## config.mk

```make
export PLATFORM = sky130hd
export DESIGN_NAME = chi_plane_seq
export DESIGN_NICKNAME = d
export VERILOG_FILES = /design/src/rtl/chi_plane_seq_pkg.sv /design/src/rtl/chi_plane_seq_chi_no_fresh.sv /design/src/rtl/chi_plane_seq.sv
export SDC_FILE = /design/constraint.sdc
export NUM_CORES = 1
export LEC_CHECK = 0
export BUFFER_PORTS_ARGS = -buffer_cell sky130_fd_sc_hd__buf_4
export CORE_MARGIN = 1.5
export CORE_UTILIZATION = 40
export DETAILED_ROUTE_END_ITERATION = 10
export MAX_ROUTING_LAYER = met4
export PLACE_DENSITY = 0.59
export SYNTH_ARGS = -nofsm -noshare
export SYNTH_HDL_FRONTEND = slang
export SYNTH_SLANG_ARGS = --single-unit
```

## constraint.sdc

```tcl
create_clock -name clk -period 3.95 [get_ports clk]
set_input_delay 0.79 -clock clk [delete_from_list [all_inputs] [get_ports clk]]
set_output_delay 0.79 -clock clk [all_outputs]
set_load 0.1 [all_outputs]
```

## src/rtl/chi_plane_seq_pkg.sv

```systemverilog
// Shared definitions for the row-serial 2-share chi plane driver: row width,
// FSM state encoding and row slicing helper.
package chi_plane_seq_pkg;

  localparam int CHI_ROW_W = 5;

  typedef enum logic [1:0] {
    ST_IDLE  = 2'd0,
    ST_FEED  = 2'd1,
    ST_DRAIN = 2'd2,
    ST_DONE  = 2'd3
  } state_t;

  // LSB position of row r inside a packed plane.
  function automatic int row_lsb(input int r);
    return r * CHI_ROW_W;
  endfunction

endpackage

```

## src/rtl/chi_plane_seq_chi_no_fresh.sv

```systemverilog
// 2-share Keccak chi row core without fresh randomness; one registered stage.
// Cross-share terms are formed only through AND so the shares are never recombined.
module chi_no_fresh
  import chi_plane_seq_pkg::*;
(
  input  logic                 clk,
  input  logic [CHI_ROW_W-1:0] a,
  input  logic [CHI_ROW_W-1:0] b,
  output logic [CHI_ROW_W-1:0] y_a,
  output logic [CHI_ROW_W-1:0] y_b
);

  logic [CHI_ROW_W-1:0] ya_c, yb_c;

  always_comb begin
    ya_c = '0;
    yb_c = '0;
    for (int i = 0; i < CHI_ROW_W; i++) begin
      ya_c[i] = a[i] ^ (~a[(i+1)%CHI_ROW_W] & a[(i+2)%CHI_ROW_W])
                     ^ ( a[(i+1)%CHI_ROW_W] & b[(i+2)%CHI_ROW_W]);
      yb_c[i] = b[i] ^ (~b[(i+1)%CHI_ROW_W] & b[(i+2)%CHI_ROW_W])
                     ^ ( b[(i+1)%CHI_ROW_W] & a[(i+2)%CHI_ROW_W]);
    end
  end

  // core output register
  always_ff @(posedge clk) begin
    y_a <= ya_c;
    y_b <= yb_c;
  end

endmodule

```

## src/rtl/chi_plane_seq.sv

```systemverilog
// Row-serial driver: buffers a 2-share plane, feeds one row per cycle into the
// shared chi core, collects result rows and presents the plane on valid/ready.
module chi_plane_seq
  import chi_plane_seq_pkg::*;
#(
  parameter int ROWS = 5
) (
  input  logic                      clk,
  input  logic                      rst,
  input  logic                      in_valid,
  output logic                      in_ready,
  input  logic [CHI_ROW_W*ROWS-1:0] in_s1,
  input  logic [CHI_ROW_W*ROWS-1:0] in_s2,
  output logic                      out_valid,
  input  logic                      out_ready,
  output logic [CHI_ROW_W*ROWS-1:0] out_s1,
  output logic [CHI_ROW_W*ROWS-1:0] out_s2,
  output logic                      busy
);

  localparam int                W     = CHI_ROW_W * ROWS;
  localparam int                IDX_W = (ROWS > 1) ? $clog2(ROWS) : 1;
  localparam logic [IDX_W-1:0]  LAST  = IDX_W'(ROWS - 1);

  state_t               state;
  logic [W-1:0]         buf_s1, buf_s2;
  logic [IDX_W-1:0]     ridx, widx;
  logic [CHI_ROW_W-1:0] sel_s1, sel_s2;
  logic [CHI_ROW_W-1:0] row_s1_p0, row_s2_p0;
  logic [CHI_ROW_W-1:0] res_s1_p1, res_s2_p1;
  logic                 vld_p0, vld_p1;

  always_comb begin
    sel_s1 = '0;
    sel_s2 = '0;
    for (int r = 0; r < ROWS; r++) begin
      if (ridx == IDX_W'(r)) begin
        sel_s1 = buf_s1[row_lsb(r) +: CHI_ROW_W];
        sel_s2 = buf_s2[row_lsb(r) +: CHI_ROW_W];
      end
    end
  end

  // p0 -> p1: registered row core
  chi_no_fresh u_core (
    .clk (clk),
    .a   (row_s1_p0),
    .b   (row_s2_p0),
    .y_a (res_s1_p1),
    .y_b (res_s2_p1)
  );

  always_ff @(posedge clk) begin
    if (rst) begin
      state     <= ST_IDLE;
      in_ready  <= 1'b1;
      out_valid <= 1'b0;
      busy      <= 1'b0;
      buf_s1    <= '0;
      buf_s2    <= '0;
      row_s1_p0 <= '0;
      row_s2_p0 <= '0;
      vld_p0    <= 1'b0;
      vld_p1    <= 1'b0;
      ridx      <= '0;
      widx      <= '0;
      out_s1    <= '0;
      out_s2    <= '0;
    end else begin
      // feed register is zero outside FEED so no stale row reaches the core
      row_s1_p0 <= '0;
      row_s2_p0 <= '0;
      vld_p0    <= 1'b0;
      vld_p1    <= vld_p0;

      // p1 capture into output buffers, overlapping with feeding
      if (vld_p1) begin
        for (int r = 0; r < ROWS; r++) begin
          if (widx == IDX_W'(r)) begin
            out_s1[row_lsb(r) +: CHI_ROW_W] <= res_s1_p1;
            out_s2[row_lsb(r) +: CHI_ROW_W] <= res_s2_p1;
          end
        end
        widx <= (widx == LAST) ? '0 : widx + IDX_W'(1);
      end

      case (state)
        ST_IDLE: begin
          if (in_valid) begin
            buf_s1   <= in_s1;
            buf_s2   <= in_s2;
            ridx     <= '0;
            widx     <= '0;
            state    <= ST_FEED;
            in_ready <= 1'b0;
            busy     <= 1'b1;
          end
        end
        ST_FEED: begin
          row_s1_p0 <= sel_s1;
          row_s2_p0 <= sel_s2;
          vld_p0    <= 1'b1;
          if (ridx == LAST) begin
            ridx  <= '0;
            state <= ST_DRAIN;
          end else begin
            ridx <= ridx + IDX_W'(1);
          end
        end
        ST_DRAIN: begin
          if (vld_p1 && widx == LAST) begin
            state     <= ST_DONE;
            out_valid <= 1'b1;
          end
        end
        ST_DONE: begin
          if (out_ready) begin
            state     <= ST_IDLE;
            out_valid <= 1'b0;
            busy      <= 1'b0;
            in_ready  <= 1'b1;
          end
        end
        default: state <= ST_IDLE;
      endcase
    end
  end

endmodule

```

==> key figures <==
Global route
  – First-pass GRT wire length: 20.2 mm
  – Vias in the first global route: 4018
  – Initial antenna violation count: 0
  – Overall Global Routing Usage: 18.5%
  – Largest net degree at the start of global routing: 60
  – Grt total ovfl: 0

Logic synthesis
  – Primary FF master, synth: dfxtp_1
  – Synthesized area: 5300 um2
  – Syn Area/Cell: 8.70 um2
  – Synth area leader: dfxtp_1
  – Yosys reg bits: 133
  – Syn Nets: 678
  – Register area share after synthesis: 50.2%
  – Synth area leaders: dfxtp_1 50%, nand2_1 11%, mux2i_1 8.5%
  – Yosys top cell area share: 50.2%
  – Cells after Synth: 609
  – EDFF count, synth: 0
  – Yosys cell types: 30
  – YS warnings: 0
  – Asr flop ratio synth: 0%
  – Most frequent cell after synthesis: nand2_1
  – Most frequent cells after synthesis: 155 x nand2_1, 133 x dfxtp_1, 88 x a21oi_1

Floorplan
  – Chip Height: 118 um
  – Floorplan core area: 12800 um2
  – Die W: 118 um
  – Die area: 13900 um2
  – Starting Density: 41.5%
  – Row count: 41
  – Top-Level Pins: 107

Clock network
  – Setup repair bufs after CTS: 0
  – Clock Latency Late Sink: 0.40 ns
  – Hold buffers post-CTS: 0
  – CTS tree: done
  – Clock slew at reported path FFs: 0.05 ns
  – H-tree Lvls: 4
  – Clock Tree Buf Depth: 2
  – Clk sinks: 133
  – Total CTS buffers: 17
  – Clock root cell: clkbuf_16
  – CTS resizes: 0

Placement
  – DPL Wire Length: 8.49 mm
  – Port Buffers: 106
  – Worst slack, placed: 1.61 ns
  – Cell Area, Placed: 6150 um2
  – Gp weighted congestion: 0.760

STA
  – Slew @ Worst Pin: 0.948 ns
  – RSZ-0062 raised after global routing: no
  – Crit path time final: 2.20 ns
  – Layout Skew: 0.00582 ns
  – Setup violators final: 0
  – Hold slack final: 0.433 ns
  – Fin. max-slew vios: 0
  – Max Clock Freq: 455 MHz
  – Hold Violations, Final: 0
  – Setup slack after layout: 1.75 ns
  – TNS Setup: 0 ns
  – Slew margin rel.: 36.8%
  – Crit share post-route: 55.7%

Critical path
  – Worst path most repeated cell: nand2_1
  – CP Class: reg2reg
  – Worst path buffer plus inverter count: 2
  – Crit path capture type: flip-flop
  – Worst reg2reg startpoint: state[0]
  – Crit path from: state[0]
  – Startpoint Class: flip-flop
  – CP arrival: 2.52 ns
  – R2R setup slack: 1.75 ns
  – Reg2reg end: buf_s1[24]
  – Max incr delay on CP: 0.67 ns
  – CP max-delay cell: nand2_1
  – CP Max Fanout: 27
  – WP data required: 4.27 ns
  – Kind of cell adding the most delay to the critical path: simple AND/OR/NAND/NOR gates
  – CP Cell Sequence: inv_1 > ha_1 > nand2_1 > buf_4 > nand2_1 > a21oi_1
  – Reg2reg path depth: 6

Power
  – Flop pwr share: 39.4%
  – VDD IR-drop max: 318 uV
  – Switching share of power: 26.9%
  – PD cells: 587 nW/um2
  – Sw power: 1070 uW
  – Gate power share: 17.2%
  – Total internal power: 2930 uW
  – Leak: 0.00288 uW
  – Clock power share: 43.4%

Min path
  – Hold Path Depth: 1
  – Worst Hold Class: reg2reg
  – Hold EP: vld_p1
  – Hold wc startpoint: vld_p0

Routing
  – Residual DRC: 0
  – Initial drt markers: 319
  – Vias post-DR: 4250
  – Iteration count of the initial detailed-routing pass: 4
  – Routed WL per cell: 13.7 um
  – Via/cell ratio: 4.82
  – Routed Antenna Nets: 0
  – Drt total wl: 12.1 mm

Cells and area
  – Share of cells above drive strength 1: 19.7%
  – Filler cells: 1201
  – N_diodes: 0
  – Nets: 765
  – Cell area after layout: 6820 um2
  – P&R area growth vs syn: 28.6%

Status
  – Status: completed

Run
  – Number of max-cap violations: 0
-- cell usage in the layout (no fill, tap or decap), types with 5 or more instances in the layout --
master	synthesis	final
dfxtp_1	133	133
a31oi_1	10	10
clkbuf_16	0	17
inv_1	21	21
a221o_1	10	10
mux2i_1	45	45
o21ai_0	11	11
bufinv_16	0	5
xnor2_1	11	11
nand3b_1	13	13
buf_4	1	108
nand2_1	155	155
nor2_1	32	32
ha_1	15	15
a21oi_1	88	88
-- layer usage --
layer | up-vias | GRT usage (%) | part of all wire [%]
met5 | - | - | 0
met4 | 0 | 6.40 | 0.51
met3 | 4 | 4.46 | 4.9
met2 | 116 | 29.0 | 47
met1 | 1925 | 23.4 | 48
li1 | 2205 | - | -
-- worst max path at each step --
stage                            end  slack [ns]  depth (start not counted)
after CTS                 buf_s1[24]        1.70                          6
after floorplan             in_ready        2.22                          0
after global routing      buf_s1[24]        1.50                          6
after global placement      state[0]        1.69                          4
final                     buf_s1[24]        1.75                          6
after detailed placement  buf_s1[23]        1.61                          5
-- stage by stage --
stage	cells	utilization (%)	power [uW]
after floorplan	609	-	2110
after global placement	849	48.2	2280
after detailed placement	849	48.2	2300
after CTS	881	53.4	4040
after global routing	881	53.4	4200
final	881	53.4	4000
-- state kept, by name, indices dropped and copies added, names as in the netlist, 2 cells and up --
register,cells
widx,3
u_core.y_a,5
out_s2,25
ridx,3
u_core.y_b,5
row_s1_p0,5
buf_s1,25
row_s2_p0,5
out_s1,25
buf_s2,25
state,2
-- worst reg2reg max path: stages, from the launching register on --
cell and delay (ns):
dfxtp_1 0.40, inv_1 0.11, ha_1 0.27, nand2_1 0.67, buf_4 0.42, nand2_1 0.09, a21oi_1 0.16
-- cell type report --
class                      instances  area [um2]  area share [%]
inverter                          21        78.8            1.16
tap                              172         215            3.16
clock buffer                      24         492            7.21
clock inverter                     8         169            2.48
multi-input combinational        415        2390            35.0
sequential                       133        2660            39.1
timing repair buffer             108         811            11.9
-- power by group through the flow --
| stage | Sequential, uW | Clock (uW) | Combinational (uW) |
|---|---|---|---|
| floorplan | 1620 | 0 | 495 |
| global placement | 1600 | 0 | 681 |
| detailed placement | 1610 | 0 | 692 |
| CTS | 1580 | 1770 | 696 |
| global route | 1600 | 1840 | 771 |
| finish | 1580 | 1740 | 689 |
-- logic make-up after synthesis --
kind of cell / count (synthesis) / synth area share [%]
AND/OR/NAND/NOR: 216 / 17.0
AO/OA/AOI/OAI: 128 / 14.2
adder cells (fa/ha/maj): 15 / 3.54
XOR/XNOR: 11 / 1.82
flip-flops: 133 / 50.2
buffers and inverters: 61 / 4.72
multiplexers: 45 / 8.50
No activity file was read; power rests on OpenSTA's default activity.
